### config.mk
export PLATFORM = sky130hd
export DESIGN_NAME = perm_key_sweeper
export DESIGN_NICKNAME = d
export VERILOG_FILES = /design/src/rtl/perm_key_sweeper.sv
export SDC_FILE = /design/constraint.sdc
export NUM_CORES = 1
export LEC_CHECK = 0
export CAP_MARGIN = 20
export CORE_MARGIN = 5
export CORE_UTILIZATION = 25
export CTS_BUF_LIST = sky130_fd_sc_hd__clkbuf_4 sky130_fd_sc_hd__clkbuf_8
export DETAILED_ROUTE_END_ITERATION = 12
export PLACE_DENSITY_LB_ADDON = 0.2
export SYNTH_ARGS = -nofsm -noshare
export SYNTH_HDL_FRONTEND = slang
export SYNTH_SLANG_ARGS = --single-unit
### constraint.sdc
create_clock -name clock -period 4.6 [get_ports clock]
set_input_delay 0.92 -clock clock [delete_from_list [all_inputs] [get_ports clock]]
set_output_delay 0.92 -clock clock [all_outputs]
set_load 0.01 [all_outputs]
### src/rtl/perm_key_sweeper.sv
// Job front-end for the XOR-permutation stage: latches one word, then walks the
// permutation key through a run of consecutive values, optionally settling before each.
module perm_key_sweeper #(
  parameter int N_IN   = 64,
  parameter int PERMB  = $clog2(N_IN),
  parameter int SETTLE = 0
) (
  input  logic             clock,
  input  logic             reset,
  input  logic             s_valid,
  output logic             s_ready,
  input  logic [N_IN-1:0]  s_data,
  input  logic [PERMB-1:0] s_key_start,
  input  logic [PERMB:0]   s_key_count,
  output logic             m_valid,
  input  logic             m_ready,
  output logic [N_IN-1:0]  m_data,
  output logic [PERMB-1:0] m_key,
  output logic             m_last,
  output logic             busy
);

  typedef enum logic [1:0] {ST_IDLE, ST_SETTLE, ST_PRESENT} state_t;

  localparam logic [PERMB:0] CNT_FULL = {1'b1, {PERMB{1'b0}}};
  localparam logic [PERMB:0] CNT_ONE  = (PERMB+1)'(1);
  localparam logic [PERMB:0] CNT_TWO  = (PERMB+1)'(2);
  localparam logic [7:0]     SETTLE_LOAD = (SETTLE > 0) ? 8'(SETTLE - 1) : 8'd0;

  state_t           state_q, state_d;
  logic             s_ready_q, s_ready_d;
  logic             m_valid_q, m_valid_d;
  logic             m_last_q, m_last_d;
  logic             busy_q, busy_d;
  logic [N_IN-1:0]  m_data_q, m_data_d;
  logic [PERMB-1:0] m_key_q, m_key_d;
  logic [PERMB:0]   remaining_q, remaining_d;
  logic [7:0]       settle_cnt_q, settle_cnt_d;
  logic [PERMB:0]   eff_count;

  // Zero and anything beyond the key space both mean "every key once".
  assign eff_count = ((s_key_count == '0) || (s_key_count > CNT_FULL)) ? CNT_FULL : s_key_count;

  always_comb begin
    state_d      = state_q;
    s_ready_d    = s_ready_q;
    m_valid_d    = m_valid_q;
    m_last_d     = m_last_q;
    busy_d       = busy_q;
    m_data_d     = m_data_q;
    m_key_d      = m_key_q;
    remaining_d  = remaining_q;
    settle_cnt_d = settle_cnt_q;
    case (state_q)
      ST_IDLE: begin
        s_ready_d = 1'b1;
        if (s_valid && s_ready_q) begin
          m_data_d    = s_data;
          m_key_d     = s_key_start;
          remaining_d = eff_count;
          s_ready_d   = 1'b0;
          busy_d      = 1'b1;
          if (SETTLE == 0) begin
            state_d   = ST_PRESENT;
            m_valid_d = 1'b1;
            m_last_d  = (eff_count == CNT_ONE);
          end else begin
            state_d      = ST_SETTLE;
            settle_cnt_d = SETTLE_LOAD;
          end
        end
      end
      ST_SETTLE: begin
        if (settle_cnt_q == 8'd0) begin
          state_d   = ST_PRESENT;
          m_valid_d = 1'b1;
          m_last_d  = (remaining_q == CNT_ONE);
        end else begin
          settle_cnt_d = settle_cnt_q - 8'd1;
        end
      end
      ST_PRESENT: begin
        if (m_ready) begin
          if (remaining_q == CNT_ONE) begin
            state_d   = ST_IDLE;
            m_valid_d = 1'b0;
            m_last_d  = 1'b0;
            busy_d    = 1'b0;
            s_ready_d = 1'b1;
          end else begin
            m_key_d     = m_key_q + PERMB'(1);
            remaining_d = remaining_q - CNT_ONE;
            if (SETTLE == 0) begin
              // Back-to-back keys: the next one is last when two remain now.
              m_last_d = (remaining_q == CNT_TWO);
            end else begin
              state_d      = ST_SETTLE;
              m_valid_d    = 1'b0;
              m_last_d     = 1'b0;
              settle_cnt_d = SETTLE_LOAD;
            end
          end
        end
      end
      default: state_d = ST_IDLE;
    endcase
  end

  always_ff @(posedge clock or posedge reset) begin
    if (reset) begin
      state_q      <= ST_IDLE;
      s_ready_q    <= 1'b0;
      m_valid_q    <= 1'b0;
      m_last_q     <= 1'b0;
      busy_q       <= 1'b0;
      m_data_q     <= '0;
      m_key_q      <= '0;
      remaining_q  <= '0;
      settle_cnt_q <= '0;
    end else begin
      state_q      <= state_d;
      s_ready_q    <= s_ready_d;
      m_valid_q    <= m_valid_d;
      m_last_q     <= m_last_d;
      busy_q       <= busy_d;
      m_data_q     <= m_data_d;
      m_key_q      <= m_key_d;
      remaining_q  <= remaining_d;
      settle_cnt_q <= settle_cnt_d;
    end
  end

  assign s_ready = s_ready_q;
  assign m_valid = m_valid_q;
  assign m_last  = m_last_q;
  assign busy    = busy_q;
  assign m_data  = m_data_q;
  assign m_key   = m_key_q;

endmodule
-- After elaboration in Yosys (flattened, before gate mapping)
Cells that the tools add are included.
W data, S select, Z words.
- output and inout port bits: 74
- bits in latches: 0
- bits in registers: 91
- bits in writable memories: 0
- bits in read-only memories: 0
- memories: 0
- multiplexer cells: 29
- divide/modulo/power cells: 0
- shift-type cells: 0
- equality and inequality tests: 10
- $mul: 0
- reductions and logical operators: 15
- $lt $le $gt $ge: 1
- $add $sub $neg: 3
- bitwise logic cells: 1
- operator list (kind ; count):
    $mux W7 ; 4
    $mux W6 ; 3
    $reduce_and A4 Y1 ; 4
    $eq A7 B1 Y1 const B ; 2
    $pmux W7 S2 ; 1
    $pmux W6 S2 ; 1
    $mux W1 ; 11
    $ne A2 B2 Y1 const B ; 5
    $logic_not A8 Y1 ; 1
    $mux W2 ; 4
    $sub A8 B1 Y8 const B ; 1
    $eq A7 B2 Y1 const B ; 1
    $gt A7 B7 Y1 const B ; 1
    $logic_not A7 Y1 ; 1
    $sub A7 B1 Y7 const B ; 1
    $add A6 B1 Y6 const B ; 1
    $pmux W1 S3 ; 2
    $pmux W2 S3 ; 1
    $reduce_and A5 Y1 ; 1
    $pmux W1 S2 ; 2
    $reduce_and A2 Y1 ; 2
    $reduce_and A3 Y1 ; 1
    $reduce_bool A3 Y1 ; 1
    $eq A2 B1 Y1 const B ; 1
    other kinds (6) ; 6

-- Longest topological paths before layout
Gate-level depths: netlist (run 1).
- word-level depth: 6
- depth in mapped cells: 7
- gate-level depth less buffers: 6

-- Worst setup path after synthesis (run 1)
OpenSTA, ideal clock, no wires.
- path kind: input-to-reg
- from: input s_key_count[2]
- to: register remaining_q[6]
- setup slack: 2746 ps
- data required time: 4513 ps
- stages: 4
- library setup time: 87 ps
- data arrival time: 1768 ps
- cell sequence: or4_1 -> nor3_1 -> nor2_1 -> o211ai_1
- longest elaborated chain between the ends: 5
- ends and longest elaborated chain (item ; line ; text):
    from (decl) ; 14 ; input logic [PERMB:0] s_key_count,
    $gt A7 B7 Y1 / $logic_not A7 Y1 (equally long branches) ; 42 ; assign eff_count = ((s_key_count == '0) || (s_key_count > CNT_FULL)) ? CNT_FULL : s_key_count;
    $logic_or A1 B1 Y1 (*) ; 42 ;
    $mux W7 (*) ; 42 ;
    $mux W7 (*) ; 57 ; if (s_valid && s_ready_q) begin
    $pmux W7 S2 (*) ; 54 ; case (state_q)
    to (signal assigned) ; 128 ; remaining_q <= remaining_d;
    to (decl) ; 37 ; logic [PERMB:0] remaining_q, remaining_d;
Every way passes the cells marked *; elsewhere a longest branch is shown, timed or not. The select of a mux whose other input is x is not followed.
A chain may end at the register's enable or synchronous reset.

-- Final worst setup path (run 1)
- from: register m_valid_q (netlist: m_valid)
- to: output m_valid
- RTL lines (item ; line ; text):
    from (decl) ; 32 ; logic m_valid_q, m_valid_d;
    from (signal assigned) ; 123 ; m_valid_q <= m_valid_d;
    to (decl) ; 15 ; output logic m_valid,
No word-level cell between the ends.

==> reports/metrics.cfg, run 1 <==
[detailed_routing]
first_pass_iters=4
num_vias=2580
wl_um=9070
drt-vias-per-instance=4.37
drc=0
final_antenna_net_count=0
wl_per_cell_um=15.4
drtIter0Drc=115

[grt]
grt.met2_usage=0.188
grtUsageMet1=0.130
grt_pass1_wl_um=14800
busiest_layer=met2
grt.total_usage=0.116
grt_pass1_vias=2841
grt_antenna_before_repair=0
grt_max_degree=58
grt_use_met3=0.0543
overflow=0

[flow_run]
cap_violations=0

[synth]
yosys.area.top_type_share=0.581
yosys-top-cells-area=dfrtp_1 58%, mux2_2 21%, ha_1 1.5%, nand2_1 1.4%, a21oi_1 1.3%
syn_nets=338
synth_area_per_cell_um2=13.6
seq_area_frac_synth=0.581
ys_warn_count=0
synthDistinctLibCells=39
syn_inst=253
ys_seq_elements=80
synth_top_area_cell=dfrtp_1
synthesis.area_um2=3440

[sta]
worstMarginPinSlew_ns=0.849
tns_ns=0
finalClockSkew_ns=0.00999
rsz0062_at_grt=no
fin_crit_ns=2.86
fmax_mhz=349
fin_crit_sh=0.622
finalMaxSlewViolations=0
slew-limit-headroom=0.434
setup-violations-final=0
fin_ws_ns=1.74
finalHoldViolCount=0

[placed_design]
dp.cells=573
dp_hpwl_um=6500
dp_slack_ns=1.43
portBuffers=154
gp_congestion=0.743

[setup_path]
crit_path_cell_trace=clkdlybuf4s50_1
crit_arrival_ns=1.94
end_kind=output port
max_stage_delay_ns=0.90
path_max_fanout=24
crit_type=reg -> out
slowest_stage=dfrtp_1
crit_buf_inv=1
required_ns=3.68
crit_family=flip-flops
startpoint_type=register

[finish]
final_common_cell=clkdlybuf4s50_1
regArea_um2=2000
drive_gt1_frac=0.242
fillers=1322
final_cells=590
nets=494
num_antenna_cells=0
most-common-layout-cells=154 x clkdlybuf4s50_1, 80 x dfrtp_1, 64 x mux2_2
areaGrowthSynthToFinish_pct=55.8
multi_input_area_um2=1350

[power]
power_frac_comb=0.467
intPower_mw=2.28
switching_power_mw=1.08
p_per_area_nw_per_um2=625
switching_share=0.321
power.clock.fraction=0.150
p_leak_nw=2.25
p_seq_frac=0.383
power.total_mw=3.35
ir_worst_vdd_uv=266

[cts]
ctsHoldBuffers=0
ctsResizeCount=0
clock-sinks=80
cts_buffer_depth=2
htree_levels=3
cts_buffers=9
cts_tree=built
insertion_delay_ns=0.36
cts_setup_buffers=0
cts_root_buf=clkbuf_8
cts.clk_slew.worst_paths_ns=0.08

[die]
dieArea_um2=16200
core_um2=13400
rows=42
die_y_um=127
die_w_um=127
start_util=0.257
ios=155

[min_path]
hold_class=reg -> reg

[outcome]
status=completed

==> kinds of logic (layout without fill, tap and decap cells) <==
family,after synthesis,in the layout,synth area share
AO/OA/AOI/OAI,36,36,0.0774
flip-flops,80,80,0.581
multiplexers,65,65,0.212
buffers and inverters,17,178,0.0258
AND/OR/NAND/NOR,51,51,0.0887
adder cells (fa/ha/maj),4,4,0.0145
==> cell usage after synthesis <==
library cell  number
a31o_1             1
nand2_1           13
nor2_1            11
nor3_1             4
a21oi_2            2
nand4b_1           1
a41oi_1            1
a21oi_1            9
mux2_2            64
or2_2              2
or4_1              1
inv_1              5
mux2i_1            1
nor3b_1            2
and2b_1            1
o21ai_2            2
o22ai_1            1
clkbuf_1           1
o21a_1             1
buf_2              8
and4_4             1
dfrtp_1           80
a211oi_2           3
o21ai_0            7
a31oi_1            4
ha_1               4
a22oi_2            1
a21boi_0           1
a22o_4             1
and3b_1            1
and3_1             3
nor4_4             2
nand3_1            6
o211ai_2           1
nand2b_1           2
o211ai_1           1
buf_4              2
nand3b_4           1
buf_6              1
==> final cells by class <==
cell class / count / share of cell area
flip-flops and latches: 80 / 0.373
repair buffers: 157 / 0.294
multi-input cells: 156 / 0.252
well taps: 176 / 0.0411
clock buffers: 14 / 0.0336
inverters: 5 / 0.00373
clock inverters: 2 / 0.00233
==> power groups by stage <==
stage,Sequential [mW],Clock (mW),Combinational [mW]
4_1_cts,1.29,0.540,1.60
6_report,1.28,0.503,1.56
3_5_place_dp,1.30,0,1.59
5_1_grt,1.33,0.566,1.69
2_1_floorplan,1.41,0,0.609
3_3_place_gp,1.28,0,1.57
==> sequential cells by signal (all words and copies together) (netlist names) <==
name,cells
m_valid,1
m_data,64
m_key,6
m_last,1
remaining_q,7
s_ready,1
==> final timing paths <==
kind / start / cells after the start / to / slack [ns]
min in group asynchronous: reset / 2 / m_data[63] / 0.81
setup / recovery: m_valid / 1 / m_valid / 1.74
max in group asynchronous: reset / 4 / m_data[58] / 2.87
setup reg to reg: m_valid / 4 / m_key[5] / 1.96
hold / removal: m_data[60] / 1 / m_data[60] / 0.51
hold reg to reg: m_data[60] / 1 / m_data[60] / 0.51
==> through the flow <==
step / instance area [um^2] / utilization / hold slack [ns]
CTS: 5340 / 0.399 / 0.511
floorplan: 3440 / - / 0.494
finish: 5360 / 0.400 / 0.505
global placement: 5150 / 0.384 / 0.486
global route: 5360 / 0.400 / 0.517
detailed placement: 5150 / 0.384 / 0.491
==> metal layers <==
layer  vias to the layer above  wire [um]
met2                        98       4470
met3                        14        823
met4                         0        178
met5                         -          0
met1                      1256       3590
li1                       1212          -
Note: power is estimated with default switching activity, not from simulation.
==> run 2: changes to the inputs <==
==> constraint.sdc (replaced) <==
create_clock -name clock -period 2.8 [get_ports clock]
set_input_delay 0.56 -clock clock [delete_from_list [all_inputs] [get_ports clock]]
set_output_delay 0.56 -clock clock [all_outputs]
set_load 0.01 [all_outputs]
==> run 2 against run 1 <==
Net effect: via count decreased by 0.12%; critical path type unchanged; clock skew grew 0.0043 ns; setup slack lost 1.2 ns; total power grew 62%; sequential cell count did not move.
==> reports/metrics.cfg, run 2 (synthesis gave the netlist of run 1 again) <==
[setup_path]
crit_buf_inv=1
slowest_stage=dfrtp_1
max_stage_delay_ns=0.71
startpoint_type=register
crit_arrival_ns=1.72
end_kind=output port
crit_family=flip-flops
crit_type=reg -> out
crit_path_cell_trace=clkdlybuf4s50_1
required_ns=2.24
path_max_fanout=16

[cts]
cts_setup_buffers=0
ctsHoldBuffers=0
clock-sinks=80
cts_buffers=9
cts_tree=built
cts_root_buf=clkbuf_8
ctsResizeCount=0
htree_levels=3
cts_buffer_depth=2
insertion_delay_ns=0.35
cts.clk_slew.worst_paths_ns=0.08

[die]
dieArea_um2=16200
die_y_um=127
rows=42
start_util=0.257
core_um2=13400
ios=155
die_w_um=127

[grt]
grt.total_usage=0.114
grt_pass1_wl_um=14500
grt_pass1_vias=2731
grt_antenna_before_repair=0
overflow=0
grt_max_degree=52

[power]
p_per_area_nw_per_um2=1020
ir_worst_vdd_uv=413
power.total_mw=5.42
p_leak_nw=2.24

[finish]
areaGrowthSynthToFinish_pct=55.2
final_common_cell=clkdlybuf4s50_1
largest_reg_flops=64
most-common-layout-cells=154 x clkdlybuf4s50_1, 80 x dfrtp_1, 64 x mux2_2
nets=497
drive_gt1_frac=0.242
num_antenna_cells=0
postLayoutCoreUtil=0.399

[detailed_routing]
drt-vias-per-instance=4.37
final_antenna_net_count=0
drtIter0Drc=153
drc=0
first_pass_iters=4
num_vias=2577
wl_per_cell_um=15.3
wl_um=9010

[outcome]
status=completed

[sta]
finalClockSkew_ns=0.0143
rsz0062_at_grt=no
slew-limit-headroom=0.618
finalMaxSlewViolations=0
fin_crit_ns=2.28
finalHoldViolCount=0
tns_ns=0
setup-violations-final=0
worstMarginPinSlew_ns=0.573
fmax_mhz=438
fin_crit_sh=0.815
fin_ws_ns=0.518
whs_ns=0.439

[placed_design]
dp_hpwl_um=6700
dp_slack_ns=0.464
gp_congestion=0.773
portBuffers=154

[min_path]
hold_class=in -> async

[flow_run]
cap_violations=0

## run 2: cell count changes in the layout (fill, tap and decap cells not counted)
cell        previous run  this run
clkinvlp_4             1         0
clkinv_2               2         3
clkbuf_8              12         9
buf_4                  2         5
## run 2: stage by stage
stage,std cells,cell area [um^2]
floorplan,253,3440
global placement,577,5190
detailed placement,577,5190
CTS,590,5340
global route,590,5340
finish,590,5340
## run 2: path summary, 6_finish.rpt
check / start / end / slack [ns] / depth (start not counted)
worst max-delay path: m_valid / busy / 0.52 / 1
worst max register to register: m_valid / m_key[3] / 0.72 / 5
max in group asynchronous: reset / m_data[37] / 1.81 / 3
min in group clock: m_data[38] / m_data[38] / 0.50 / 1
worst min register to register: m_data[38] / m_data[38] / 0.50 / 1
worst min-delay path: reset / m_key[2] / 0.44 / 2
## run 2: per-layer routing
layer	GRT usage	up-vias	wire (um)
li1	-	1212	-
met4	0.0284	0	87
met1	0.135	1263	3670
met3	0.0605	5	858
met2	0.184	97	4400
met5	0	-	0
## run 2: power breakdown
group	total, mW	internal, mW	switching, mW	leakage, nW
Combinational	2.60	1.61	0.990	1.21
Clock	0.720	0.325	0.395	0.0817
Sequential	2.10	1.72	0.378	0.951
## run 2: area by class of cell
cell class	count	area, um^2
flip-flops and latches	80	2000
multi-input cells	156	1350
inverters	5	20.0
clock buffers	11	139
clock inverters	2	10.0
repair buffers	160	1600
well taps	176	220
fillers	1300	8060
==> run 3: changes to the inputs <==
==> constraint.sdc (replaced) <==
create_clock -name clock -period 2.2 [get_ports clock]
set_input_delay 0.44 -clock clock [delete_from_list [all_inputs] [get_ports clock]]
set_output_delay 0.44 -clock clock [all_outputs]
set_load 0.01 [all_outputs]
==> run 3 against run 2 <==
Net effect: setup slack got worse by 0.10 ns; critical path depth did not move; global-route usage is 0.11 points higher; combinational power is 29% higher; sequential share of layout area decreased by 0.54 points; critical path type unchanged.
==> reports/metrics.cfg, run 3 (synthesis gave the netlist of run 1 again) <==
[outcome]
status=completed

[detailed_routing]
wl_per_cell_um=15.2
final_antenna_net_count=0
num_vias=2564
wl_um=9040
first_pass_iters=4
drc=0
drt-vias-per-instance=4.32
drtIter0Drc=95

[cts]
ctsResizeCount=0
cts_buffer_depth=2
htree_levels=3
clock-sinks=80
cts.clk_slew.worst_paths_ns=0.08
insertion_delay_ns=0.35
ctsHoldBuffers=0
cts_tree=built
cts_setup_buffers=0
cts_buffers=9
cts_root_buf=clkbuf_8

[grt]
grt_antenna_before_repair=0
overflow=0
grt_pass1_vias=2781
grt_pass1_wl_um=14600
grt.total_usage=0.115
grt_max_degree=55

[die]
rows=42
die_w_um=127
ios=155
dieArea_um2=16200
start_util=0.257
die_y_um=127
core_um2=13400

[placed_design]
dp.cells=579
placed_area_um2=5210
portBuffers=154
dp_hpwl_um=6730
gp_congestion=0.836
dp_slack_ns=0.210

[sta]
fin_crit_ns=1.78
fin_crit_sh=0.811
fmax_mhz=561
fin_ws_ns=0.416
finalClockSkew_ns=0.00768
whs_ns=0.505
rsz0062_at_grt=no
tns_ns=0
worstMarginPinSlew_ns=0.566
finalMaxSlewViolations=0
setup-violations-final=0
slew-limit-headroom=0.623
finalHoldViolCount=0

[finish]
drive_gt1_frac=0.249
nets=499
most-common-layout-cells=154 x clkdlybuf4s50_1, 80 x dfrtp_1, 64 x mux2_2
final_area_um2=5420
regArea_um2=2000
areaGrowthSynthToFinish_pct=57.4
num_antenna_cells=0
postLayoutCoreUtil=0.404
multi_input_area_um2=1350
largest_reg_flops=64
final_common_cell=clkdlybuf4s50_1
final_cells=594
fillers=1301

[power]
power.clock.fraction=0.162
switching_share=0.314
p_leak_nw=2.28
power.total_mw=7.17
intPower_mw=4.92
p_per_area_nw_per_um2=1320
power_frac_comb=0.469
switching_power_mw=2.25
ir_worst_vdd_uv=519
p_seq_frac=0.369

[setup_path]
cp_num_cells=1
required_ns=1.76
reg2reg_from=remaining_q[1]
end_kind=output port
crit_type=reg -> out
path_max_fanout=5
startpoint_type=register
setup.worst_path.start=m_key[2]
crit_path_cell_trace=clkdlybuf4s50_1
crit_family=buffers and inverters
r2r_slack_ns=0.51
r2r_end=m_key[3]
ff2ff_path_depth=8
crit_buf_inv=1
cp-endpoint=m_key[2]
max_stage_delay_ns=0.57
crit_arrival_ns=1.34
slowest_stage=clkdlybuf4s50_1

[min_path]
hold_class=reg -> reg

[flow_run]
cap_violations=0

[run 3: power groups by stage]
stage	clock [mW]	sequential, mW	combinational [mW]
after global routing	1.28	2.75	3.64
after global placement	0	2.65	3.38
after CTS	1.24	2.65	3.44
final	1.16	2.64	3.36
after detailed placement	0	2.67	3.43
after floorplan	0	2.95	1.27
[run 3: layout make-up]
cell class              instances  share of cell area
flip-flops and latches         80               0.369
repair buffers                162               0.298
multi-input cells             156               0.250
well taps                     176              0.0406
clock buffers                  11              0.0256
clock inverters                 4              0.0129
inverters                       5             0.00416
[run 3: worst min path at each step]
stage | slack, ns | depth (start not counted) | from | to
2_1_floorplan | 0.49 | 2 | remaining_q[1] | remaining_q[1]
3_3_place_gp | 0.49 | 1 | m_data[19] | m_data[19]
3_5_place_dp | 0.49 | 1 | m_data[53] | m_data[53]
4_1_cts | 0.51 | 1 | m_data[30] | m_data[30]
5_1_grt | 0.52 | 1 | m_data[30] | m_data[30]
6_report | 0.51 | 1 | m_data[28] | m_data[28]
[run 3: layer usage]
metal / part of all wire / vias up / GRT usage
met5: 0 / - / 0
met4: 0.0093 / 0 / 0.0379
met3: 0.11 / 6 / 0.0668
met2: 0.49 / 95 / 0.183
met1: 0.40 / 1247 / 0.131
li1: - / 1216 / -
